==> src/rtl/inv44_pkg.sv <==
// Shared types and constants for the 4x4 inverse scaling stage.
package inv44_pkg;

  typedef enum logic [2:0] {
    StIdle,
    StSeed,
    StNrMul1,
    StNrSub,
    StNrMul2,
    StStream,
    StDone
  } inv44_state_e;

  localparam logic [31:0] RECIP_MAGIC = 32'h7EF311C3;
  localparam logic [31:0] FP_TWO      = 32'h40000000;
  localparam int unsigned N_ELEM      = 16;
  localparam int unsigned EXP_MSB     = 30;
  localparam int unsigned EXP_LSB     = 23;

  // Zero, denormal, infinite or NaN determinants have no usable reciprocal.
  function automatic logic is_singular(logic [31:0] d, logic z);
    return z | (d[EXP_MSB:EXP_LSB] == 8'h00) | (d[EXP_MSB:EXP_LSB] == 8'hFF);
  endfunction

endpackage

==> src/rtl/Addition_Subtraction.sv <==
// Combinational float32 adder/subtractor (sub=1 gives a-b), RNE, denormals flushed to zero.
module Addition_Subtraction (
  input  logic [31:0] a,
  input  logic [31:0] b,
  input  logic        sub,
  output logic [31:0] y
);
  logic [31:0] bb, x, z;
  logic [7:0]  d;
  logic [26:0] mx, mz, mzs, mask;
  logic [27:0] s;
  logic [9:0]  e;
  logic [23:0] r;

  always_comb begin
    bb = {b[31] ^ sub, b[30:0]};
    if (a[30:0] >= bb[30:0]) begin
      x = a;
      z = bb;
    end else begin
      x = bb;
      z = a;
    end
    mx   = (x[30:23] == 8'd0) ? 27'd0 : {1'b1, x[22:0], 3'b000};
    mz   = (z[30:23] == 8'd0) ? 27'd0 : {1'b1, z[22:0], 3'b000};
    d    = x[30:23] - z[30:23];
    mask = ~(27'h7FF_FFFF << d);
    mzs  = (mz >> d) | {26'd0, |(mz & mask)};
    s    = (x[31] ^ z[31]) ? {1'b0, mx} - {1'b0, mzs} : {1'b0, mx} + {1'b0, mzs};
    e    = {2'b00, x[30:23]};
    if (s[27]) begin
      s = {1'b0, s[27:2], s[1] | s[0]};
      e = e + 10'd1;
    end
    for (int i = 0; i < 26; i++) begin
      if (!s[26] && e > 10'd1) begin
        s = s << 1;
        e = e - 10'd1;
      end
    end
    r = {1'b0, s[25:3]} + {23'd0, s[2] & ((|s[1:0]) | s[3])};
    if (r[23]) e = e + 10'd1;
    y = {x[31], e[7:0], r[22:0]};
    if (!s[26]) y = 32'd0;
    else if (e >= 10'd255) y = {x[31], 8'hFF, 23'd0};
  end

endmodule

==> src/rtl/Mul.sv <==
// Combinational float32 multiplier, round-to-nearest-even, denormals flushed to zero.
module Mul (
  input  logic [31:0] a,
  input  logic [31:0] b,
  output logic [31:0] y
);
  logic [47:0] p;
  logic [9:0]  e;
  logic [22:0] f;
  logic [23:0] r;
  logic        g, st, sgn;

  always_comb begin
    sgn = a[31] ^ b[31];
    p   = 48'({1'b1, a[22:0]}) * 48'({1'b1, b[22:0]});
    e   = {2'b00, a[30:23]} + {2'b00, b[30:23]} - 10'd127;
    if (p[47]) begin
      f  = p[46:24];
      g  = p[23];
      st = |p[22:0];
      e  = e + 10'd1;
    end else begin
      f  = p[45:23];
      g  = p[22];
      st = |p[21:0];
    end
    r = {1'b0, f} + {23'd0, g & (st | f[0])};
    if (r[23]) e = e + 10'd1;
    y = {sgn, e[7:0], r[22:0]};
    // e[9] marks a negative biased exponent (underflow).
    if (a[30:23] == 8'd0 || b[30:23] == 8'd0 || e[9] || e == 10'd0) y = {sgn, 31'd0};
    else if (e >= 10'd255) y = {sgn, 8'hFF, 23'd0};
  end

endmodule

==> src/rtl/inv44_recip.sv <==
// Reciprocal engine: magic-constant seed then NR_ITER Newton-Raphson steps on one Mul/Add pair.
module inv44_recip
  import inv44_pkg::*;
#(
  parameter int unsigned NR_ITER = 3
) (
  input  logic        clk,
  input  logic        rst_n,
  input  logic        start,
  input  logic [31:0] det,
  output logic        busy,
  output logic [31:0] recip
);
  inv44_state_e state_q, state_d;
  logic [1:0]   iter_q;
  logic [31:0]  det_q, x_q, mul_q, add_q, mul_y, add_y, mul_b, seed;
  logic         last_iter;

  assign last_iter = (iter_q == 2'(NR_ITER - 1));
  assign seed      = RECIP_MAGIC - {1'b0, det_q[30:0]};
  assign mul_b     = (state_q == StNrMul2) ? add_q : det_q;

  Mul u_mul (
    .a (x_q),
    .b (mul_b),
    .y (mul_y)
  );

  Addition_Subtraction u_add (
    .a   (FP_TWO),
    .b   (mul_q),
    .sub (1'b1),
    .y   (add_y)
  );

  always_comb begin
    state_d = state_q;
    unique case (state_q)
      StIdle:   if (start) state_d = StSeed;
      StSeed:   state_d = StNrMul1;
      StNrMul1: state_d = StNrSub;
      StNrSub:  state_d = StNrMul2;
      StNrMul2: state_d = last_iter ? StIdle : StNrMul1;
      default:  state_d = StIdle;
    endcase
  end

  // Drops during the final update so the consumer can move on the same edge x settles.
  assign busy  = (state_q != StIdle) && !((state_q == StNrMul2) && last_iter);
  assign recip = x_q;

  always_ff @(posedge clk) begin
    if (!rst_n) begin
      state_q <= StIdle;
      iter_q  <= 2'd0;
      det_q   <= 32'd0;
      x_q     <= 32'd0;
      mul_q   <= 32'd0;
      add_q   <= 32'd0;
    end else begin
      state_q <= state_d;
      mul_q   <= mul_y;
      add_q   <= add_y;
      if (start && state_q == StIdle) det_q <= det;
      if (state_q == StSeed) begin
        x_q    <= {det_q[31], seed[30:0]};
        iter_q <= 2'd0;
      end
      if (state_q == StNrMul2) begin
        x_q    <= mul_y;
        iter_q <= iter_q + 2'd1;
      end
    end
  end

endmodule

==> src/rtl/inv_scale_44.sv <==
// Scales 16 adjugate elements by 1/det to form the 4x4 inverse.
// INV44_SINGULAR_PASS_EN: singular matrices stream adjugate elements through unscaled.
module inv_scale_44
  import inv44_pkg::*;
#(
  parameter int unsigned NR_ITER = 3,
  parameter int unsigned N_ELEM  = 16
) (
  input  logic        clk,
  input  logic        rst_n,
  input  logic [31:0] det,
  input  logic        det_zero,
  input  logic        det_valid,
  output logic        det_ready,
  input  logic [31:0] adj_data,
  input  logic        adj_valid,
  output logic        adj_ready,
  output logic [31:0] out_data,
  output logic [3:0]  out_idx,
  output logic        out_valid,
  input  logic        out_ready,
  output logic        singular,
  output logic        done
);
`ifdef INV44_SINGULAR_PASS_EN
  localparam bit PassEn = 1'b1;
`else
  localparam bit PassEn = 1'b0;
`endif

  inv44_state_e state_q, state_d;
  logic         sing_q, last_q, out_valid_q;
  logic [3:0]   cnt_q, out_idx_q;
  logic [31:0]  out_data_q, recip, scaled;
  logic         det_acc, det_sing, adj_acc, out_hs, cnt_last, recip_busy;

  assign det_sing = is_singular(det, det_zero);
  assign det_acc  = det_valid & det_ready;
  assign adj_acc  = adj_valid & adj_ready;
  assign out_hs   = out_valid_q & out_ready;
  assign cnt_last = (cnt_q == 4'(N_ELEM - 1));

  inv44_recip #(
    .NR_ITER (NR_ITER)
  ) u_recip (
    .clk   (clk),
    .rst_n (rst_n),
    .start (det_acc & ~det_sing),
    .det   (det),
    .busy  (recip_busy),
    .recip (recip)
  );

  Mul u_scale (
    .a (adj_data),
    .b (recip),
    .y (scaled)
  );

  always_comb begin
    state_d   = state_q;
    det_ready = rst_n & (state_q == StIdle);
    adj_ready = (state_q == StStream) & ~last_q & (~out_valid_q | out_ready);
    done      = (state_q == StDone);
    unique case (state_q)
      StIdle:   if (det_acc) state_d = det_sing ? StStream : StSeed;
      StSeed:   if (!recip_busy) state_d = StStream;
      StStream: begin
        // Without pass-through a singular matrix ends on the last accept, not a handshake.
        if (!PassEn && sing_q) begin
          if (adj_acc && cnt_last) state_d = StDone;
        end else if (last_q && out_hs) begin
          state_d = StDone;
        end
      end
      StDone:   state_d = StIdle;
      default:  state_d = StIdle;
    endcase
  end

  always_ff @(posedge clk) begin
    if (!rst_n) state_q <= StIdle;
    else        state_q <= state_d;
  end

  always_ff @(posedge clk) begin
    if (!rst_n) begin
      sing_q      <= 1'b0;
      last_q      <= 1'b0;
      cnt_q       <= 4'd0;
      out_valid_q <= 1'b0;
      out_data_q  <= 32'd0;
      out_idx_q   <= 4'd0;
    end else begin
      if (det_acc) begin
        sing_q <= det_sing;
        last_q <= 1'b0;
        cnt_q  <= 4'd0;
      end
      if (state_q == StDone) sing_q <= 1'b0;
      if (adj_acc) begin
        cnt_q <= cnt_q + 4'd1;
        if (cnt_last) last_q <= 1'b1;
        if (PassEn || !sing_q) begin
          out_valid_q <= 1'b1;
          out_data_q  <= (PassEn && sing_q) ? adj_data : scaled;
          out_idx_q   <= cnt_q;
        end
      end else if (out_hs) begin
        out_valid_q <= 1'b0;
      end
    end
  end

  assign out_valid = out_valid_q;
  assign out_data  = out_data_q;
  assign out_idx   = out_idx_q;
  assign singular  = sing_q;

endmodule

==> config.mk <==
export PLATFORM = sky130hd
export DESIGN_NAME = inv_scale_44
export DESIGN_NICKNAME = d
export VERILOG_FILES = /design/src/rtl/inv44_pkg.sv /design/src/rtl/Addition_Subtraction.sv /design/src/rtl/Mul.sv /design/src/rtl/inv44_recip.sv /design/src/rtl/inv_scale_44.sv
export SDC_FILE = /design/constraint.sdc
export NUM_CORES = 2
export LEC_CHECK = 0
export ABC_AREA = 0
export BUFFER_PORTS_ARGS = -buffer_cell sky130_fd_sc_hd__buf_2
export CAP_MARGIN = 40
export CELL_PAD_IN_SITES_DETAIL_PLACEMENT = 2
export CELL_PAD_IN_SITES_GLOBAL_PLACEMENT = 2
export CORE_MARGIN = 8
export CORE_UTILIZATION = 43
export CTS_BUF_LIST = sky130_fd_sc_hd__clkbuf_8 sky130_fd_sc_hd__clkbuf_16
export DETAILED_ROUTE_END_ITERATION = 10
export GPL_TIMING_DRIVEN = 0
export PLACE_DENSITY = 0.93
export SYNTH_ARGS = -nofsm -noshare
export SYNTH_HDL_FRONTEND = slang
export SYNTH_SLANG_ARGS = --single-unit
==> constraint.sdc <==
create_clock -name clk -period 75.7 [get_ports clk]
set_input_delay 3.785 -clock clk [delete_from_list [all_inputs] [get_ports clk]]
set_output_delay 3.785 -clock clk [all_outputs]
set_load 0.02 [all_outputs]
==> flow_summary_export.csv, run 1 <==
group,metric,value,unit
global_routing,grt_pass1_wl,832000,um
logic_synthesis,synth_commonest_cells,"1,316 x nand2_1, 1,255 x inv_1, 966 x fa_1, 681 x nor2_1, 539 x a21oi_1",
floorplanning,num_rows,147,
logic_synthesis,synthMostInstantiatedCell,"nand2_1",
logic_synthesis,synth_edf_count,0,
placement,post-place-ws,6.77,ns
logic_synthesis,synth-seq-cells,179,
clocking,cts-root-buf,"clkbuf_16",
floorplanning,initial_core_util,0.432,
run_status,outcome,"did not finish",
logic_synthesis,synthCells,9093,
logic_synthesis,synthDistinctLibCells,130,
floorplanning,io_pins,111,
clocking,hold_buffers,0,
global_routing,grt_pass1_vias,104000,
logic_synthesis,ys_warn_count,0,
logic_synthesis,synth-main-ff-cell,"dfxtp_1",
floorplanning,fp.dieH,417,um
clocking,cts.sinks,179,
global_routing,grt_max_degree,22,
clocking,htreeDepth,4,
logic_synthesis,avgSynthCellArea,7.61,um^2
clocking,numCtsBuffers,17,
logic_synthesis,synth_area,0.0692,mm^2
floorplanning,die_w,417,um
clocking,post_cts_buffers,0,
logic_synthesis,synth_area_leaders,"fa_1 28%, ha_1 8.3%, nand2_1 7.1%, inv_1 6.8%, dfxtp_1 5.2%",
placement,gp_congestion,0.994,
logic_synthesis,synth_area_leader_cell,"fa_1",
global_routing,grt_overflow_total,407,
placement,dpl-instance-area,0.0730,mm^2
run_status,stop_error,"[ERROR GRT-0116] Global routing finished with congestion. Check the congestion regions in the DRC Viewer.",
logic_synthesis,async_reset_ff_frac,0,
clocking,clock_path_buffers,2,
logic_synthesis,synth_nets,10600,
placement,io_buffers,109,
placement,hpwl,368000,um
clocking,cts.repair.resized,0,
logic_synthesis,synth_top_area_frac,0.280,
global_routing,grt_usage,0.656,
run_status,haltStage,"global routing (5_1_grt)",
logic_synthesis,ys_seq_area_frac,0.0518,
==> kinds of logic after synthesis <==
kind of cell / after synthesis / share of synthesized area
mux: 301 / 0.0463
compound gates: 1752 / 0.165
flops: 179 / 0.0518
fa+ha+maj: 1427 / 0.363
simple gates: 3325 / 0.229
buf+inv: 1730 / 0.0948
other cells: 1 / 0.0000542
xor+xnor: 378 / 0.0495
==> per-layer routing <==
| metal | overflow | track usage |
|---|---|---|
| met1 | 14 | 0.651 |
| met2 | 217 | 0.838 |
| met3 | 21 | 0.486 |
| met4 | 155 | 0.617 |
| met5 | 0 | 0.378 |
==> per-stage QoR <==
step / hold WS [ns] / utilization / std cells
CTS: 0.502 / 0.459 / 11400
floorplan: 0.436 / - / 9093
global placement: 0.440 / 0.452 / 11400
detailed placement: 0.460 / 0.455 / 11400
==> run 2, diff against run 1 <==
- CELL_PAD_IN_SITES_DETAIL_PLACEMENT: 2 -> default
- CELL_PAD_IN_SITES_GLOBAL_PLACEMENT: 2 -> default
- CORE_UTILIZATION: 43 -> 34
- CTS_BUF_LIST: sky130_fd_sc_hd__clkbuf_8 sky130_fd_sc_hd__clkbuf_16 -> default
- PLACE_DENSITY: 0.93 -> default
- PLACE_DENSITY_LB_ADDON: default -> 0.15
==> run 2 against run 1 <==
Effect of this change:
- synthesized area did not move
- the run now ends clean
- synthesized cell count did not move
==> flow_summary_export.csv, run 2 <==
group,metric,value,unit
setup_path,critPathKind,"flop to flop",
logic_synthesis,synth_commonest_cells,"1,316 x nand2_1, 1,255 x inv_1, 966 x fa_1, 681 x nor2_1, 539 x a21oi_1",
timing,relSlewSlack,0.343,
timing,min_period,63.00,ns
global_routing,grt_pass1_wl,408000,um
logic_synthesis,async_reset_ff_frac,0,
logic_synthesis,synthDistinctLibCells,130,
floorplanning,die_w,467,um
cells_and_area,final_cell_mix,"1,316 x nand2_1, 1,255 x inv_1, 966 x fa_1, 681 x nor2_1, 538 x a21oi_1",
timing,hold_ws,0.456,ns
run_status,outcome,"complete, no violations",
setup_path,end_kind,"flop",
power,powerDensity,38.2,mW/mm^2
clocking,post_cts_buffers,0,
logic_synthesis,ys_warn_count,0,
power,pwr-share-seq,0.038,
clocking,cts-root-buf,"clkbuf_16",
timing,skew,0.0185,ns
setup_path,path_buf_inv,45,
logic_synthesis,synth_top_area_frac,0.280,
placement,hpwl,230000,um
clocking,hold_buffers,0,
timing,setup_tns,0,ns
setup_path,cp_max_fo,10,
clocking,htreeDepth,4,
logic_synthesis,synthCells,9093,
placement,gp_congestion,0.931,
setup_path,cpPeakStageDelay,0.79,ns
logic_synthesis,synth_area_leader_cell,"fa_1",
setup_path,ff2ff_path_depth,231,
setup_path,cp.depth,231,
global_routing,grt_pass1_vias,64900,
timing,drv_slew,0,
clocking,numCtsBuffers,17,
clocking,cts.repair.resized,0,
global_routing,grt_max_degree,23,
logic_synthesis,synth_area,0.0692,mm^2
power,net-switching-power,1820,uW
clocking,cts_tree,"yes",
setup_path,cpLargestDelayFamily,"compound AO/OA/AOI/OAI gates",
cells_and_area,drive_gt1_frac,0.0516,
min_path,hold_depth,2,
logic_synthesis,synth-main-ff-cell,"dfxtp_1",
logic_synthesis,synth_area_leaders,"fa_1 28%, ha_1 8.3%, nand2_1 7.1%, inv_1 6.8%, dfxtp_1 5.2%",
logic_synthesis,synth_edf_count,0,
floorplanning,fp.dieH,467,um
cells_and_area,multi_input_area,0.0590,mm^2
logic_synthesis,synth-seq-cells,179,
routing,vias,65900,
clocking,clk_latency,0.51,ns
power,cellInternalPower,1030,uW
power,vdd_drop_max,48.1,uV
floorplanning,initial_core_util,0.342,
clocking,clock_path_buffers,2,
logic_synthesis,ys_seq_area_frac,0.0518,
timing,grt_setup_unrepaired,"false",
logic_synthesis,synth_nets,10600,
placement,io_buffers,109,
power,clkPwrFrac,0.034,
timing,worst_pin_slew,0.985,ns
cells_and_area,nets,10800,
cells_and_area,area_growth,7.74,%
floorplanning,core,0.202,mm^2
routing,drc,0,
power,leakage,0.0324,uW
timing,setup_viol,0,
global_routing,grt_usage,0.241,
cells_and_area,layout.area.seq,0.00358,mm^2
logic_synthesis,avgSynthCellArea,7.61,um^2
setup_path,crit_arrival,63.39,ns
global_routing,antenna_found_initial,26,
power,switching_share,0.640,
setup_path,startpoint_type,"flop",
floorplanning,io_pins,111,
cells_and_area,final_common_cell,"nand2_1",
setup_path,crit_required,76.09,ns
setup_path,critPathMostFrequentCell,"ha_1",
clocking,cts.sinks,179,
routing,drt_wl_total,268000,um
routing,firstDrtPassIters,8,
routing,drtAntennaViolNets,0,
timing,max_freq,0.0159,GHz
clocking,clk_pin_slew,0.08,ns
floorplanning,num_rows,165,
min_path,hold_class,"flop to flop",
logic_synthesis,synthMostInstantiatedCell,"nand2_1",
floorplanning,die_area,0.218,mm^2
global_routing,grt_overflow_total,0,
routing,viasPerCell,5.49,
routing,drt_iter0_markers,5857,
timing,hold_violations,0,
routing,post_drt_wl_per_cell,22.4,um
cells_and_area,fill_cells,21500,
setup_path,slowest_stage,"nor4_1",
run,cap_violations,0,
timing,fin_crit_sh,0.832,
power,pwr-share-comb,0.927,
run 2: cell counts after synthesis:
Identical to the previous run, type by type.
run 2: stage by stage:
stage                      util  area, um^2  power (uW)  cells  worst slack (ns)
after global routing      0.369       74500        3150  12000              7.36
after CTS                 0.369       74500        2820  12000             13.51
after floorplan               -       69200        2050   9093             28.57
final                     0.369       74500        2850  12000             12.70
after detailed placement  0.365       73900        2700  11900             13.79
after global placement    0.361       73100        2690  11900             13.17
run 2: per-layer routing:
layer | global-route usage | routed length [um]
met1 | 0.358 | 127000
met2 | 0.366 | 114000
met3 | 0.0377 | 20200
met4 | 0.0568 | 7550
met5 | 0 | 60
run 2: worst paths after layout:
path	startpoint	end	slack (ns)
worst max-delay path	u_recip.mul_q[23]$_SDFF_PN0_	u_recip.add_q[21]$_SDFF_PP0_	12.70
worst min-delay path	out_idx[0]$_SDFFE_PN0P_	out_idx[0]$_SDFFE_PN0P_	0.46
worst max register to register	u_recip.mul_q[23]$_SDFF_PN0_	u_recip.add_q[21]$_SDFF_PP0_	12.70
worst min register to register	out_idx[0]$_SDFFE_PN0P_	out_idx[0]$_SDFFE_PN0P_	0.46
run 2: layout make-up:
type,count,area share
Multi-Input combinational cell,7184,0.792
Sequential cell,179,0.0481
Clock buffer,17,0.00571
Timing Repair Buffer,181,0.0178
Clock inverter,15,0.00284
Antenna cell,9,0.000302
Tap cell,2672,0.0449
Buffer,467,0.0244
Inverter,1263,0.0636
run 2: power by group through the flow:
stage	combinational [uW]	sequential (uW)	clock, uW
after floorplan	1950	107	0
after CTS	2610	109	100
after global routing	2930	110	103
after global placement	2580	112	0
after detailed placement	2590	112	0
final	2640	109	97.7
run 2: worst reg2reg max path, delay by kind of cell, from the launching register on:
kind	cells	cell delay [ns]
AOI/OAI and AO/OA	68	18.14
xor gates and xnor gates	6	2.66
adders and majority gates	27	8.19
buffers and inverters	45	14.61
DFF	1	0.44
muxes	4	1.26
and+or+nand+nor	81	17.62
run 2: kinds of logic after synthesis:
| group | after synthesis | share of synthesized area |
|---|---|---|
| fa+ha+maj | 1427 | 0.363 |
| buf+inv | 1730 | 0.0948 |
| mux | 301 | 0.0463 |
| other cells | 1 | 0.0000542 |
| flops | 179 | 0.0518 |
| compound gates | 1752 | 0.165 |
| xor+xnor | 378 | 0.0495 |
| simple gates | 3325 | 0.229 |
(Power assumes the default switching activity.)
